## src/rtl/sd_init_sequencer_if.sv

```systemverilog
// Command bus between the SD init sequencer (master) and the single-command
// SPI engine (slave) that actually shifts the command and response bits.
interface sd_init_sequencer_if;
    logic        cmd_start;
    logic [5:0]  cmd_index;
    logic [31:0] cmd_arg;
    logic [6:0]  cmd_crc;
    logic        cmd_long;
    logic        cmd_done;
    logic        cmd_timeout;
    logic [39:0] cmd_response;

    modport master (
        output cmd_start,
        output cmd_index,
        output cmd_arg,
        output cmd_crc,
        output cmd_long,
        input  cmd_done,
        input  cmd_timeout,
        input  cmd_response
    );

    modport slave (
        input  cmd_start,
        input  cmd_index,
        input  cmd_arg,
        input  cmd_crc,
        input  cmd_long,
        output cmd_done,
        output cmd_timeout,
        output cmd_response
    );
endinterface

```

## src/rtl/sd_init_sequencer.sv

```systemverilog
// SPI-mode SD card power-up sequencer: walks the command engine through CMD0,
// CMD8, the CMD55/ACMD41 polling loop, CMD58 and CMD16, then reports the result.
module sd_init_sequencer #(
    parameter int RETRY_LIMIT = 1000,
    parameter int RETRY_GAP   = 27000
) (
    input  logic                 clk,
    input  logic                 rst,
    input  logic                 init_start,
    sd_init_sequencer_if.master  cmd,
    output logic                 busy,
    output logic                 ready,
    output logic                 error,
    output logic [2:0]           error_code,
    output logic                 is_sdhc
);

    typedef enum logic [3:0] {
        IDLE,
        CMD0,
        W0,
        CMD8,
        W8,
        CMD55,
        W55,
        CMD41,
        W41,
        GAP,
        CMD58,
        W58,
        CMD16,
        W16,
        DONE,
        FAIL
    } state_t;

    typedef struct packed {
        logic [5:0]  index;
        logic [31:0] arg;
        logic [6:0]  crc;
        logic        long_rsp;
    } cmd_fields_t;

    localparam logic [15:0] RETRY_LIMIT_W = 16'(RETRY_LIMIT);
    localparam logic [31:0] GAP_LAST      = 32'(RETRY_GAP - 1);

    localparam logic [2:0] ERR_CMD0    = 3'd1;
    localparam logic [2:0] ERR_CMD8    = 3'd2;
    localparam logic [2:0] ERR_ACMD41  = 3'd3;
    localparam logic [2:0] ERR_CMD58   = 3'd4;
    localparam logic [2:0] ERR_TIMEOUT = 3'd5;
    localparam logic [2:0] ERR_CMD16   = 3'd6;

    state_t      state;
    logic        v2;
    logic [15:0] retry_cnt;
    logic [31:0] gap_cnt;
    cmd_fields_t fields_q;
    logic        start_q;

    logic [7:0]  r1_short;
    logic [7:0]  r1_long;
    logic [15:0] retry_inc;
    logic        unused_rsp;

    // Command field table; ACMD41 advertises HCS only to cards that passed CMD8.
    function automatic cmd_fields_t fields_for(state_t s, logic card_v2);
        cmd_fields_t f;
        f = '0;
        case (s)
            CMD0: begin
                f.index    = 6'd0;
                f.arg      = 32'h0000_0000;
                f.crc      = 7'h4A;
                f.long_rsp = 1'b0;
            end
            CMD8: begin
                f.index    = 6'd8;
                f.arg      = 32'h0000_01AA;
                f.crc      = 7'h43;
                f.long_rsp = 1'b1;
            end
            CMD55: begin
                f.index    = 6'd55;
                f.arg      = 32'h0000_0000;
                f.crc      = 7'h7F;
                f.long_rsp = 1'b0;
            end
            CMD41: begin
                f.index    = 6'd41;
                f.arg      = card_v2 ? 32'h4000_0000 : 32'h0000_0000;
                f.crc      = 7'h7F;
                f.long_rsp = 1'b0;
            end
            CMD58: begin
                f.index    = 6'd58;
                f.arg      = 32'h0000_0000;
                f.crc      = 7'h7F;
                f.long_rsp = 1'b1;
            end
            CMD16: begin
                f.index    = 6'd16;
                f.arg      = 32'h0000_0200;
                f.crc      = 7'h7F;
                f.long_rsp = 1'b0;
            end
            default: f = '0;
        endcase
        return f;
    endfunction

    assign r1_short  = cmd.cmd_response[7:0];
    assign r1_long   = cmd.cmd_response[39:32];
    assign retry_inc = retry_cnt + 16'd1;

    // OCR/echo bits the sequencer has no use for.
    assign unused_rsp = ^{cmd.cmd_response[31], cmd.cmd_response[29:12]};

    assign cmd.cmd_start = start_q;
    assign cmd.cmd_index = fields_q.index;
    assign cmd.cmd_arg   = fields_q.arg;
    assign cmd.cmd_crc   = fields_q.crc;
    assign cmd.cmd_long  = fields_q.long_rsp;

    // Single registered FSM: every transition into a CMDx state loads the
    // command fields and raises cmd_start for exactly that one cycle.
    always_ff @(posedge clk) begin
        if (rst) begin
            state      <= IDLE;
            v2         <= 1'b0;
            retry_cnt  <= '0;
            gap_cnt    <= '0;
            fields_q   <= '0;
            start_q    <= 1'b0;
            busy       <= 1'b0;
            ready      <= 1'b0;
            error      <= 1'b0;
            error_code <= '0;
            is_sdhc    <= 1'b0;
        end else begin
            start_q <= 1'b0;
            case (state)
                IDLE, DONE, FAIL: begin
                    if (init_start) begin
                        ready      <= 1'b0;
                        error      <= 1'b0;
                        error_code <= '0;
                        is_sdhc    <= 1'b0;
                        retry_cnt  <= '0;
                        v2         <= 1'b0;
                        busy       <= 1'b1;
                        state      <= CMD0;
                        fields_q   <= fields_for(CMD0, 1'b0);
                        start_q    <= 1'b1;
                    end
                end
                CMD0:  state <= W0;
                CMD8:  state <= W8;
                CMD55: state <= W55;
                CMD41: state <= W41;
                CMD58: state <= W58;
                CMD16: state <= W16;
                GAP: begin
                    if (gap_cnt == GAP_LAST) begin
                        gap_cnt  <= '0;
                        state    <= CMD55;
                        fields_q <= fields_for(CMD55, v2);
                        start_q  <= 1'b1;
                    end else begin
                        gap_cnt <= gap_cnt + 32'd1;
                    end
                end
                W0, W8, W55, W41, W58, W16: begin
                    if (cmd.cmd_done) begin
                        if (cmd.cmd_timeout) begin
                            state      <= FAIL;
                            busy       <= 1'b0;
                            error      <= 1'b1;
                            error_code <= ERR_TIMEOUT;
                        end else begin
                            case (state)
                                W0: begin
                                    if (r1_short == 8'h01) begin
                                        state    <= CMD8;
                                        fields_q <= fields_for(CMD8, v2);
                                        start_q  <= 1'b1;
                                    end else begin
                                        state      <= FAIL;
                                        busy       <= 1'b0;
                                        error      <= 1'b1;
                                        error_code <= ERR_CMD0;
                                    end
                                end
                                W8: begin
                                    // Illegal-command on CMD8 marks a v1 card, not a failure.
                                    if (r1_long[2]) begin
                                        v2       <= 1'b0;
                                        state    <= CMD55;
                                        fields_q <= fields_for(CMD55, 1'b0);
                                        start_q  <= 1'b1;
                                    end else if (r1_long == 8'h01 &&
                                                 cmd.cmd_response[11:0] == 12'h1AA) begin
                                        v2       <= 1'b1;
                                        state    <= CMD55;
                                        fields_q <= fields_for(CMD55, 1'b1);
                                        start_q  <= 1'b1;
                                    end else begin
                                        state      <= FAIL;
                                        busy       <= 1'b0;
                                        error      <= 1'b1;
                                        error_code <= ERR_CMD8;
                                    end
                                end
                                W55: begin
                                    if (r1_short[7:1] != 7'd0) begin
                                        state      <= FAIL;
                                        busy       <= 1'b0;
                                        error      <= 1'b1;
                                        error_code <= ERR_ACMD41;
                                    end else begin
                                        state    <= CMD41;
                                        fields_q <= fields_for(CMD41, v2);
                                        start_q  <= 1'b1;
                                    end
                                end
                                W41: begin
                                    if (r1_short == 8'h00) begin
                                        state    <= v2 ? CMD58 : CMD16;
                                        fields_q <= fields_for(v2 ? CMD58 : CMD16, v2);
                                        start_q  <= 1'b1;
                                    end else if (r1_short == 8'h01) begin
                                        retry_cnt <= retry_inc;
                                        if (retry_inc == RETRY_LIMIT_W) begin
                                            state      <= FAIL;
                                            busy       <= 1'b0;
                                            error      <= 1'b1;
                                            error_code <= ERR_ACMD41;
                                        end else begin
                                            state   <= GAP;
                                            gap_cnt <= '0;
                                        end
                                    end else begin
                                        state      <= FAIL;
                                        busy       <= 1'b0;
                                        error      <= 1'b1;
                                        error_code <= ERR_ACMD41;
                                    end
                                end
                                W58: begin
                                    if (r1_long != 8'h00) begin
                                        state      <= FAIL;
                                        busy       <= 1'b0;
                                        error      <= 1'b1;
                                        error_code <= ERR_CMD58;
                                    end else begin
                                        // High-capacity cards are block addressed already; skip CMD16.
                                        is_sdhc <= cmd.cmd_response[30];
                                        if (cmd.cmd_response[30]) begin
                                            state <= DONE;
                                            busy  <= 1'b0;
                                            ready <= 1'b1;
                                        end else begin
                                            state    <= CMD16;
                                            fields_q <= fields_for(CMD16, v2);
                                            start_q  <= 1'b1;
                                        end
                                    end
                                end
                                W16: begin
                                    if (r1_short == 8'h00) begin
                                        state <= DONE;
                                        busy  <= 1'b0;
                                        ready <= 1'b1;
                                    end else begin
                                        state      <= FAIL;
                                        busy       <= 1'b0;
                                        error      <= 1'b1;
                                        error_code <= ERR_CMD16;
                                    end
                                end
                                default: state <= state;
                            endcase
                        end
                    end
                end
                default: state <= IDLE;
            endcase
        end
    end

endmodule

```

## src/flat_wrapper.sv

```systemverilog
// flat-port wrapper written by rule: the top's interface ports become plain ports
module sd_init_sequencer_flat 
#(
    parameter int RETRY_LIMIT = 1000,
    parameter int RETRY_GAP   = 27000
)
  (clk, rst, init_start, busy, ready, error, error_code, is_sdhc, cmd_cmd_start, cmd_cmd_index, cmd_cmd_arg, cmd_cmd_crc, cmd_cmd_long, cmd_cmd_done, cmd_cmd_timeout, cmd_cmd_response);
  sd_init_sequencer_if cmd_i ();
  input  logic clk;
  input  logic rst;
  input  logic init_start;
  output logic busy;
  output logic ready;
  output logic error;
  output logic [2:0] error_code;
  output logic is_sdhc;
  output wire logic [$bits(cmd_i.cmd_start)-1:0] cmd_cmd_start;
  output wire logic [$bits(cmd_i.cmd_index)-1:0] cmd_cmd_index;
  output wire logic [$bits(cmd_i.cmd_arg)-1:0] cmd_cmd_arg;
  output wire logic [$bits(cmd_i.cmd_crc)-1:0] cmd_cmd_crc;
  output wire logic [$bits(cmd_i.cmd_long)-1:0] cmd_cmd_long;
  input wire logic [$bits(cmd_i.cmd_done)-1:0] cmd_cmd_done;
  input wire logic [$bits(cmd_i.cmd_timeout)-1:0] cmd_cmd_timeout;
  input wire logic [$bits(cmd_i.cmd_response)-1:0] cmd_cmd_response;
  assign cmd_cmd_start = cmd_i.cmd_start;
  assign cmd_cmd_index = cmd_i.cmd_index;
  assign cmd_cmd_arg = cmd_i.cmd_arg;
  assign cmd_cmd_crc = cmd_i.cmd_crc;
  assign cmd_cmd_long = cmd_i.cmd_long;
  assign cmd_i.cmd_done = cmd_cmd_done;
  assign cmd_i.cmd_timeout = cmd_cmd_timeout;
  assign cmd_i.cmd_response = cmd_cmd_response;
  sd_init_sequencer #(.RETRY_LIMIT(RETRY_LIMIT), .RETRY_GAP(RETRY_GAP)) u_core (.clk(clk), .rst(rst), .init_start(init_start), .cmd(cmd_i), .busy(busy), .ready(ready), .error(error), .error_code(error_code), .is_sdhc(is_sdhc));
endmodule
```

## config.mk

```make
export PLATFORM = sky130hd
export DESIGN_NAME = sd_init_sequencer_flat
export DESIGN_NICKNAME = d
export VERILOG_FILES = /design/src/rtl/sd_init_sequencer_if.sv /design/src/rtl/sd_init_sequencer.sv /design/src/flat_wrapper.sv
export SDC_FILE = /design/constraint.sdc
export NUM_CORES = 1
export LEC_CHECK = 0
export CORE_UTILIZATION = 25
export DETAILED_ROUTE_END_ITERATION = 7
export PLACE_DENSITY = 0.42
export SLEW_MARGIN = 10
export SYNTH_ARGS = -nofsm -noshare
export SYNTH_HDL_FRONTEND = slang
export SYNTH_SLANG_ARGS = --single-unit
```

## constraint.sdc

```tcl
create_clock -name clk -period 2.45 [get_ports clk]
set_input_delay 0.49 -clock clk [delete_from_list [all_inputs] [get_ports clk]]
set_output_delay 0.49 -clock clk [all_outputs]
set_load 0.05 [all_outputs]
```

==> flow_metrics.py, run 1 <==
metrics = {
    "place": {
        "portBuffers": 54,
        "routabilityCongestion": 0.886,
        "dp_slack_ns": -0.556,
        "hpwl_um": 13500,
    },
    "clock_network": {
        "clkTransAtPathRegs_ns": 0.06,
        "tritoncts": "built",
        "cts.path.max_buffers": 2,
        "cts.sink_count": 75,
        "htree_levels": 3,
        "cts-root-buf": "clkbuf_16",
        "numCtsBuffers": 9,
        "clk_latency_ns": 0.35,
    },
    "drt": {
        "drc_errors": 0,
        "wirelength_um": 18900,
        "drtIter0Drc": 287,
        "avgRoutedWirePerCell_um": 16.7,
        "first_pass_iters": 4,
        "viasPerCell": 5.10,
        "ant_nets": 0,
        "num_vias": 5787,
    },
    "global_route": {
        "use_met1": 0.225,
        "antenna_found_initial": 0,
        "grt_pass1_wl_um": 29200,
        "busiest_layer": "met2",
        "grt_overflow_total": 0,
        "use_met2": 0.287,
        "grt_start_max_net_pins": 30,
        "grt_pass1_vias": 5524,
        "met3_usage": 0.0286,
        "grt.total_usage": 0.174,
    },
    "timing": {
        "finalCriticalPeriod_ns": 2.54,
        "min_period_over_period": 1.04,
        "drv_slew": 0,
        "fmax_mhz": 394,
        "worst_pin_slew_ns": 0.571,
        "rsz0062_at_grt": "true",
        "relSlewSlack": 0.618,
        "hold-worst-slack_ns": 0.476,
        "hold_violations": 0,
        "setup_slack_ns": -0.0865,
        "finalSetupViolCount": 14,
        "clock-skew-final_ns": 0.00566,
    },
    "critical_path": {
        "end_kind": "flop",
        "rr_startpoint": "u_core.retry_cnt[0]",
        "arrival_ns": 2.78,
        "required_ns": 2.69,
        "r2r-end": "u_core.gap_cnt[25]",
        "r2r_slack_ns": -0.09,
        "crit_fanout": 8,
        "setup.worst_path.start_class": "flop",
        "r2r_cells": 11,
        "critPathKind": "flop to flop",
    },
    "yosys": {
        "synth_warnings": 0,
        "async_reset_ff_frac": 0,
        "postSynthCellCount": 670,
        "ys_seq_area_frac": 0.293,
        "synthFlopType": "dfxtp_1",
        "syn_area_mm2": 0.00513,
        "synth-seq-cells": 75,
        "synth_edf_count": 0,
        "ys_types": 81,
        "avgSynthCellArea_um2": 7.65,
    },
    "floorplan": {
        "core-area_mm2": 0.0202,
        "rows": 52,
        "die_x_um": 145,
        "start_util": 0.254,
        "fp.dieH_um": 145,
        "ios": 99,
        "die_area_mm2": 0.0211,
    },
    "cells_and_area": {
        "area_delta_synth_final_pct": 57.3,
        "nets": 907,
        "final_util": 0.400,
        "final_cell_mix": "149 x buf_4, 62 x dfxtp_1, 60 x nor2_1",
        "drive_gt1_frac": 0.367,
        "layout_commonest_cell": "buf_4",
        "antenna_cells": 0,
    },
    "min_path": {
        "hold_path_end": "u_core.error",
        "hp-class": "flop to flop",
        "holdPathStages": 1,
        "worstHoldStart": "u_core.error",
    },
    "power_and_ir_drop": {
        "vdd_ir_drop_max_v": 0.000457,
        "leakagePower_nw": 3.03,
        "power_density_mw_per_mm2": 974,
        "power_mw": 7.85,
    },
    "run_status": {
        "violations": "negative setup slack",
        "status": "complete, but fails checks",
    },
    "run": {
        "maxCapViolations": 0,
    },
}
sequential cells by signal, summed over array words and instances (netlist names), 3 cells and up:
register	cells
u_core.gap_cnt	32
u_core.cmd.cmd_index	6
u_core.state	4
u_core.error_code	3
u_core.retry_cnt	16
u_core.cmd.cmd_crc	4
u_core.cmd.cmd_arg	3
kinds of logic after synthesis:
group           share of synthesized area
xor+xnor                           0.0222
fa+ha+maj                         0.00732
flops                               0.293
other cells                      0.000732
compound gates                      0.258
mux                                0.0156
simple gates                        0.308
buf+inv                            0.0952
report_power, final:
group / switching [mW] / internal [mW] / total (mW)
combinational: 2.76 / 2.18 / 4.94
clock: 0.567 / 0.817 / 1.38
sequential: 0.158 / 1.37 / 1.53
per-layer routing:
layer / vias up / share of wire
met5: - / 0
met4: 0 / 0.022
met3: 27 / 0.034
met2: 126 / 0.49
met1: 2800 / 0.45
li1: 2834 / -
critical path, cell delays in order (launching register included):
cell      delay (ns)
dfxtp_4         0.36
ha_4            0.17
nand3_4         0.09
buf_6           0.13
nor3_4          0.22
mux2i_4         0.31
a22oi_2         0.15
buf_4           0.17
buf_8           0.13
a311oi_4        0.30
a31oi_1         0.16
o21ba_4         0.21
worst max path at each step:
stage                         start  slack (ns)                    to
4_1_cts         u_core.retry_cnt[1]       -0.07    u_core.gap_cnt[17]
2_1_floorplan   cmd_cmd_response[3]       -0.06    u_core.gap_cnt[25]
3_3_place_gp   cmd_cmd_response[37]       -0.48  u_core.error_code[0]
5_1_grt         u_core.retry_cnt[0]       -0.19    u_core.gap_cnt[25]
3_5_place_dp   cmd_cmd_response[37]       -0.56   u_core.cmd.cmd_long
6_report        u_core.retry_cnt[0]       -0.09    u_core.gap_cnt[25]
through the flow:
stage | instances | TNS (ns) | instance area, um2
final | 1134 | -0.653 | 8060
after global routing | 1134 | -2.80 | 8060
after CTS | 1123 | -0.511 | 7540
after detailed placement | 1083 | -26.67 | 6770
after global placement | 1083 | -24.24 | 6770
after floorplan | 694 | -0.527 | 5260
cell type report:
class / instances / area (um2)
fill: 2091 / 12100
multi-input combinational: 528 / 3820
timing repair buffer: 229 / 2010
sequential: 75 / 1530
tap: 270 / 338
clock buffer: 10 / 239
clock inverter: 6 / 63.8
inverter: 16 / 60.1
synth_stat cells (9+ instances only):
cell type  count  area share
a21oi_1       56       0.055
a311oi_1      16       0.027
a31oi_1       14       0.017
and4_1        10       0.017
buf_2         12       0.012
buf_4         33       0.048
clkbuf_1      25       0.018
dfxtp_1       75        0.29
inv_1         15       0.011
nand2_1       56       0.041
nand3_1       25       0.024
nand3b_1       9       0.013
nand4_1       11       0.013
nor2_1        74       0.054
nor3_1        12       0.012
nor4_1        13       0.016
o21ai_0       37       0.036
o31ai_1        9       0.013
or3_1         12       0.015
or4_1          9       0.013
xnor2_1       13       0.022
timing repair:
action | CTS | global route
endpoints found under the setup margin | 59 | 62
hold buffers | 0 | 0
buffers inserted | 22 | 14
pin swaps | 24 | 45
gates cloned | 2 | 3
endpoints found under the hold margin | 0 | 0
gates resized for setup | 77 | 110
Power figures use the tool's default switching activity.
==> inputs of run 2 (changes only) <==
--- a/config.mk
+++ b/config.mk
@@ -7,7 +7,7 @@
 export LEC_CHECK = 0
 export CORE_UTILIZATION = 25
 export DETAILED_ROUTE_END_ITERATION = 7
-export PLACE_DENSITY = 0.42
+export PLACE_DENSITY_LB_ADDON = 0.2
 export SLEW_MARGIN = 10
 export SYNTH_ARGS = -nofsm -noshare
 export SYNTH_HDL_FRONTEND = slang
==> run 2 against run 1 <==
  * The flow still finishes with violations (negative setup slack)
  * Via count is 0.86% lower
  * Power decreased by 7.2%
  * Wire length shrank 4.8%
  * Worst hold slack improved by 0.015 ns
  * Non-clock buffer count is 32 lower
  * Flip-flop and latch count did not move
  * Core utilization is 3.2 points lower
  * Sequential power about the same
  * Count of clock-buffer cells in the layout unchanged
==> flow_metrics.py, run 2 (synthesis gave the netlist of run 1 again) <==
metrics = {
    "cells_and_area": {
        "antenna_cells": 0,
        "largest_reg_flops": 32,
        "area_delta_synth_final_pct": 44.9,
        "layout_commonest_cell": "buf_4",
        "largest-register": "u_core.gap_cnt",
        "drive_gt1_frac": 0.297,
        "final_cell_area_mm2": 0.00743,
        "final_cell_mix": "130 x buf_4, 69 x nor2_1, 66 x dfxtp_1",
        "nets": 876,
    },
    "global_route": {
        "grt_overflow_total": 0,
        "grt.total_usage": 0.171,
        "grt_pass1_vias": 5627,
        "grt_pass1_wl_um": 28900,
        "antenna_found_initial": 0,
        "grt_start_max_net_pins": 26,
    },
    "critical_path": {
        "end_kind": "flop",
        "arrival_ns": 2.78,
        "crit_fanout": 6,
        "setup.worst_path.start_class": "flop",
        "cpMaxStageDelayCell": "a311o_2",
        "critPathKind": "flop to flop",
        "slowest_delay_ns": 0.42,
        "crit_chain": "ha_4 > nand3_4 > buf_6 > nor3_4 > mux2i_4 > a22oi_2 > a311o_2 > or3_4 > a21oi_2",
        "r2r_cells": 9,
        "required_ns": 2.73,
    },
    "timing": {
        "worst_pin_slew_ns": 0.564,
        "setup_slack_ns": -0.0465,
        "finalSetupViolCount": 3,
        "rsz0062_at_grt": "true",
        "min_period_over_period": 1.02,
        "relSlewSlack": 0.623,
        "clock-skew-final_ns": 0.00855,
        "fmax_mhz": 401,
        "finalCriticalPeriod_ns": 2.50,
        "drv_slew": 0,
        "hold_violations": 0,
    },
    "clock_network": {
        "clk_latency_ns": 0.35,
        "numCtsBuffers": 9,
        "cts.path.max_buffers": 2,
        "ctsHoldBuffers": 0,
        "cts-root-buf": "clkbuf_16",
        "clkTransAtPathRegs_ns": 0.06,
        "htree_levels": 3,
        "tritoncts": "built",
        "cts.sink_count": 75,
    },
    "floorplan": {
        "core-area_mm2": 0.0202,
        "fp.dieH_um": 145,
        "ios": 99,
        "die_area_mm2": 0.0211,
        "rows": 52,
        "start_util": 0.254,
        "die_x_um": 145,
    },
    "run_status": {
        "status": "complete, but fails checks",
        "violations": "negative setup slack",
    },
    "place": {
        "portBuffers": 54,
        "dp_slack_ns": -0.626,
        "dpl_cell_area_mm2": 0.00665,
        "routabilityCongestion": 0.911,
        "hpwl_um": 13200,
    },
    "drt": {
        "first_pass_iters": 7,
        "drc_errors": 0,
        "wirelength_um": 18000,
        "avgRoutedWirePerCell_um": 16.4,
        "viasPerCell": 5.20,
        "ant_nets": 0,
        "num_vias": 5737,
        "drtIter0Drc": 300,
    },
    "power_and_ir_drop": {
        "leakagePower_nw": 2.72,
        "vdd_ir_drop_max_v": 0.000635,
        "power_density_mw_per_mm2": 981,
    },
    "run": {
        "maxCapViolations": 0,
    },
    "min_path": {
        "hp-class": "flop to flop",
        "holdPathStages": 1,
    },
}
[run 2: critical path, delay by kind of cell (launching register included)]
family,cells,cell delay [ns]
buffers and inverters,1,0.14
AO/OA/AOI/OAI,3,0.69
flip-flops,1,0.35
multiplexers,1,0.32
adder cells (fa/ha/maj),1,0.17
AND/OR/NAND/NOR,3,0.74
[run 2: path summary, 6_finish.rpt]
check	from	to	slack (ns)
min reg2reg	u_core.ready	u_core.ready	0.49
min	u_core.ready	u_core.ready	0.49
max	u_core.retry_cnt[0]	u_core.gap_cnt[21]	-0.05
max reg2reg	u_core.retry_cnt[0]	u_core.gap_cnt[21]	-0.05
[run 2: cell type report]
| type | count | area, um2 |
|---|---|---|
| clock buffer | 10 | 239 |
| inverter | 16 | 60.1 |
| timing repair buffer | 197 | 1660 |
| multi-input combinational | 529 | 3540 |
| tap | 270 | 338 |
| fill | 2101 | 12700 |
| sequential | 75 | 1520 |
| clock inverter | 6 | 72.6 |
[run 2: per-stage QoR]
stage,instances,setup TNS [ns],hold slack [ns],util,power (mW)
5_1_grt,1103,-2.46,0.516,0.368,7.71
4_1_cts,1097,-0.516,0.501,0.356,7.23
6_report,1103,-0.106,0.491,0.368,7.29
3_5_place_dp,1069,-28.23,0.490,0.330,5.56
2_1_floorplan,694,-0.527,0.460,-,4.02
3_3_place_gp,1069,-26.01,0.480,0.330,5.53
[run 2: what timing repair did]
| item | 4_1_cts | 5_1_grt |
|---|---|---|
| resized for setup | 45 | 52 |
| gates cloned | 2 | 0 |
| buffers inserted | 10 | 6 |
| pin swaps | 18 | 17 |
| setup endpoints to repair | 53 | 53 |
[run 2: layer usage]
layer | track usage | wire length (um) | up-vias
met4 | 0.0842 | 519 | 0
met3 | 0.0314 | 904 | 34
li1 | - | - | 2774
met5 | 0 | 0 | -
met1 | 0.215 | 8190 | 2762
met2 | 0.279 | 8430 | 167
[run 2: power breakdown]
group	internal [mW]	total, mW	switching (mW)
registers	1.37	1.52	0.159
clock network	0.830	1.42	0.591
logic	1.79	4.34	2.55
==> inputs of run 3 (changes only) <==
==> constraint.sdc (replaced) <==
create_clock -name clk -period 3 [get_ports clk]
set_input_delay 0.6 -clock clk [delete_from_list [all_inputs] [get_ports clk]]
set_output_delay 0.6 -clock clk [all_outputs]
set_load 0.05 [all_outputs]
==> run 3 against run 2 <==
  * The run now ends clean
  * Non-clock buffer count fell by 77
  * Worst setup slack improved by 0.21 ns
  * Worst hold slack worse by 0.022 ns
  * Cell count down 7.2%
  * Power fell by 26%
  * Final area fell by 12%
  * Largest cell class unchanged
  * First-iteration DRC count grew 49%
  * Via count shrank 7.4%
  * Combinational power is 32% lower
  * Wire length decreased by 8.2%
  * Global-route usage fell by 1.3 points
==> flow_metrics.py, run 3 (synthesis gave the netlist of run 1 again) <==
metrics = {
    "critical_path": {
        "cpMaxStageDelayCell": "or4_1",
        "crit_buf_inv": 1,
        "crit_chain": "clkdlybuf4s50_1 > or4_1 > or3_1 > nor4_1 > o31ai_1 > a2111oi_2 > o22ai_1",
        "rr_startpoint": "u_core.retry_cnt[0]",
        "startpoint": "cmd_cmd_response[37]",
        "crit_cells": 7,
        "critPathCapture": "u_core.state[1]",
        "crit_fanout": 3,
        "critPathKind": "primary input to flop",
        "required_ns": 3.22,
        "arrival_ns": 3.06,
        "setup.worst_path.start_class": "primary input",
        "r2r-end": "u_core.gap_cnt[25]",
        "r2r_slack_ns": 0.26,
        "end_kind": "flop",
        "slowest_delay_ns": 0.59,
        "r2r_cells": 10,
        "critPathTopFamily": "simple AND/OR/NAND/NOR gates",
    },
    "floorplan": {
        "die_x_um": 145,
        "fp.dieH_um": 145,
        "die_area_mm2": 0.0211,
        "rows": 52,
        "ios": 99,
        "start_util": 0.254,
        "core-area_mm2": 0.0202,
    },
    "place": {
        "portBuffers": 54,
        "dp_slack_ns": -0.254,
        "hpwl_um": 12400,
        "routabilityCongestion": 0.899,
    },
    "timing": {
        "relSlewSlack": 0.470,
        "finalSetupViolCount": 0,
        "min_period_over_period": 0.946,
        "worst_pin_slew_ns": 0.790,
        "setup_slack_ns": 0.163,
        "fmax_mhz": 353,
        "rsz0062_at_grt": "false",
        "drv_slew": 0,
        "hold-worst-slack_ns": 0.469,
        "hold_violations": 0,
        "finalCriticalPeriod_ns": 2.84,
        "clock-skew-final_ns": 0.00702,
    },
    "power_and_ir_drop": {
        "vdd_ir_drop_max_v": 0.000630,
        "p_sw_mw": 2.47,
        "leakagePower_nw": 2.23,
        "p_int_mw": 2.95,
        "power.share.clock": 0.225,
        "sequentialPowerShare": 0.234,
        "swShare": 0.456,
        "power_density_mw_per_mm2": 832,
        "power_frac_comb": 0.541,
    },
    "global_route": {
        "antenna_found_initial": 0,
        "grt_pass1_wl_um": 26700,
        "grt_overflow_total": 0,
        "grt_pass1_vias": 4945,
        "grt_start_max_net_pins": 27,
        "grt.total_usage": 0.158,
    },
    "cells_and_area": {
        "antenna_cells": 0,
        "layout_commonest_cell": "dfxtp_1",
        "nets": 798,
        "drive_gt1_frac": 0.149,
        "largest_reg_flops": 32,
        "largest-register": "u_core.gap_cnt",
        "final_cell_mix": "75 x dfxtp_1, 74 x nor2_1, 64 x buf_4",
        "area_delta_synth_final_pct": 27.3,
    },
    "clock_network": {
        "ctsResizeCount": 0,
        "cts-root-buf": "clkbuf_16",
        "tritoncts": "built",
        "ctsHoldBuffers": 0,
        "clk_latency_ns": 0.35,
        "cts_setup_buffers": 0,
        "clkTransAtPathRegs_ns": 0.06,
        "cts.path.max_buffers": 2,
        "numCtsBuffers": 9,
        "htree_levels": 3,
        "cts.sink_count": 75,
    },
    "run_status": {
        "status": "completed",
    },
    "drt": {
        "viasPerCell": 5.19,
        "ant_nets": 0,
        "avgRoutedWirePerCell_um": 16.2,
        "wirelength_um": 16600,
        "num_vias": 5314,
        "drtIter0Drc": 448,
        "drc_errors": 0,
        "first_pass_iters": 5,
    },
    "run": {
        "maxCapViolations": 0,
    },
    "min_path": {
        "hp-class": "flop to flop",
    },
}
-- run 3: per-layer routing --
layer  vias to the layer above  wire, um  track usage
met4                         0       316       0.0563
li1                       2618         -            -
met1                      2519      8060        0.218
met3                        20       710       0.0274
met2                       157      7480        0.246
met5                         -         0            0
-- run 3: layout make-up --
class / instances / area, um2
sequential: 75 / 1500
multi-input combinational: 528 / 3250
tap: 270 / 338
fill: 2168 / 13600
clock buffer: 11 / 253
timing repair buffer: 120 / 1060
inverter: 16 / 60.1
clock inverter: 4 / 73.8
-- run 3: worst min-delay path by stage --
stage | from | to | slack (ns) | depth (start not counted)
4_1_cts | u_core.ready | u_core.ready | 0.48 | 1
2_1_floorplan | u_core.gap_cnt[8] | u_core.gap_cnt[8] | 0.46 | 2
5_1_grt | u_core.ready | u_core.ready | 0.49 | 1
3_3_place_gp | u_core.ready | u_core.ready | 0.46 | 1
6_report | u_core.ready | u_core.ready | 0.47 | 1
3_5_place_dp | u_core.ready | u_core.ready | 0.46 | 1
-- run 3: power groups by stage --
stage               registers (mW)  logic [mW]  clock network, mW
global route                  1.28        3.19               1.30
global placement              1.29        2.89                  0
detailed placement            1.29        2.90                  0
finish                        1.27        2.94               1.22
CTS                           1.27        2.92               1.26
floorplan                     1.47        1.80                  0
-- run 3: stage by stage --
step | power (mW) | utilization | TNS (ns) | area, um2 | cells
4_1_cts | 5.45 | 0.323 | 0 | 6510 | 1024
6_report | 5.43 | 0.324 | 0 | 6530 | 1024
2_1_floorplan | 3.27 | - | 0 | 5220 | 694
5_1_grt | 5.77 | 0.324 | 0 | 6530 | 1024
3_3_place_gp | 4.17 | 0.307 | -2.87 | 6180 | 1009
3_5_place_dp | 4.18 | 0.307 | -3.67 | 6180 | 1009
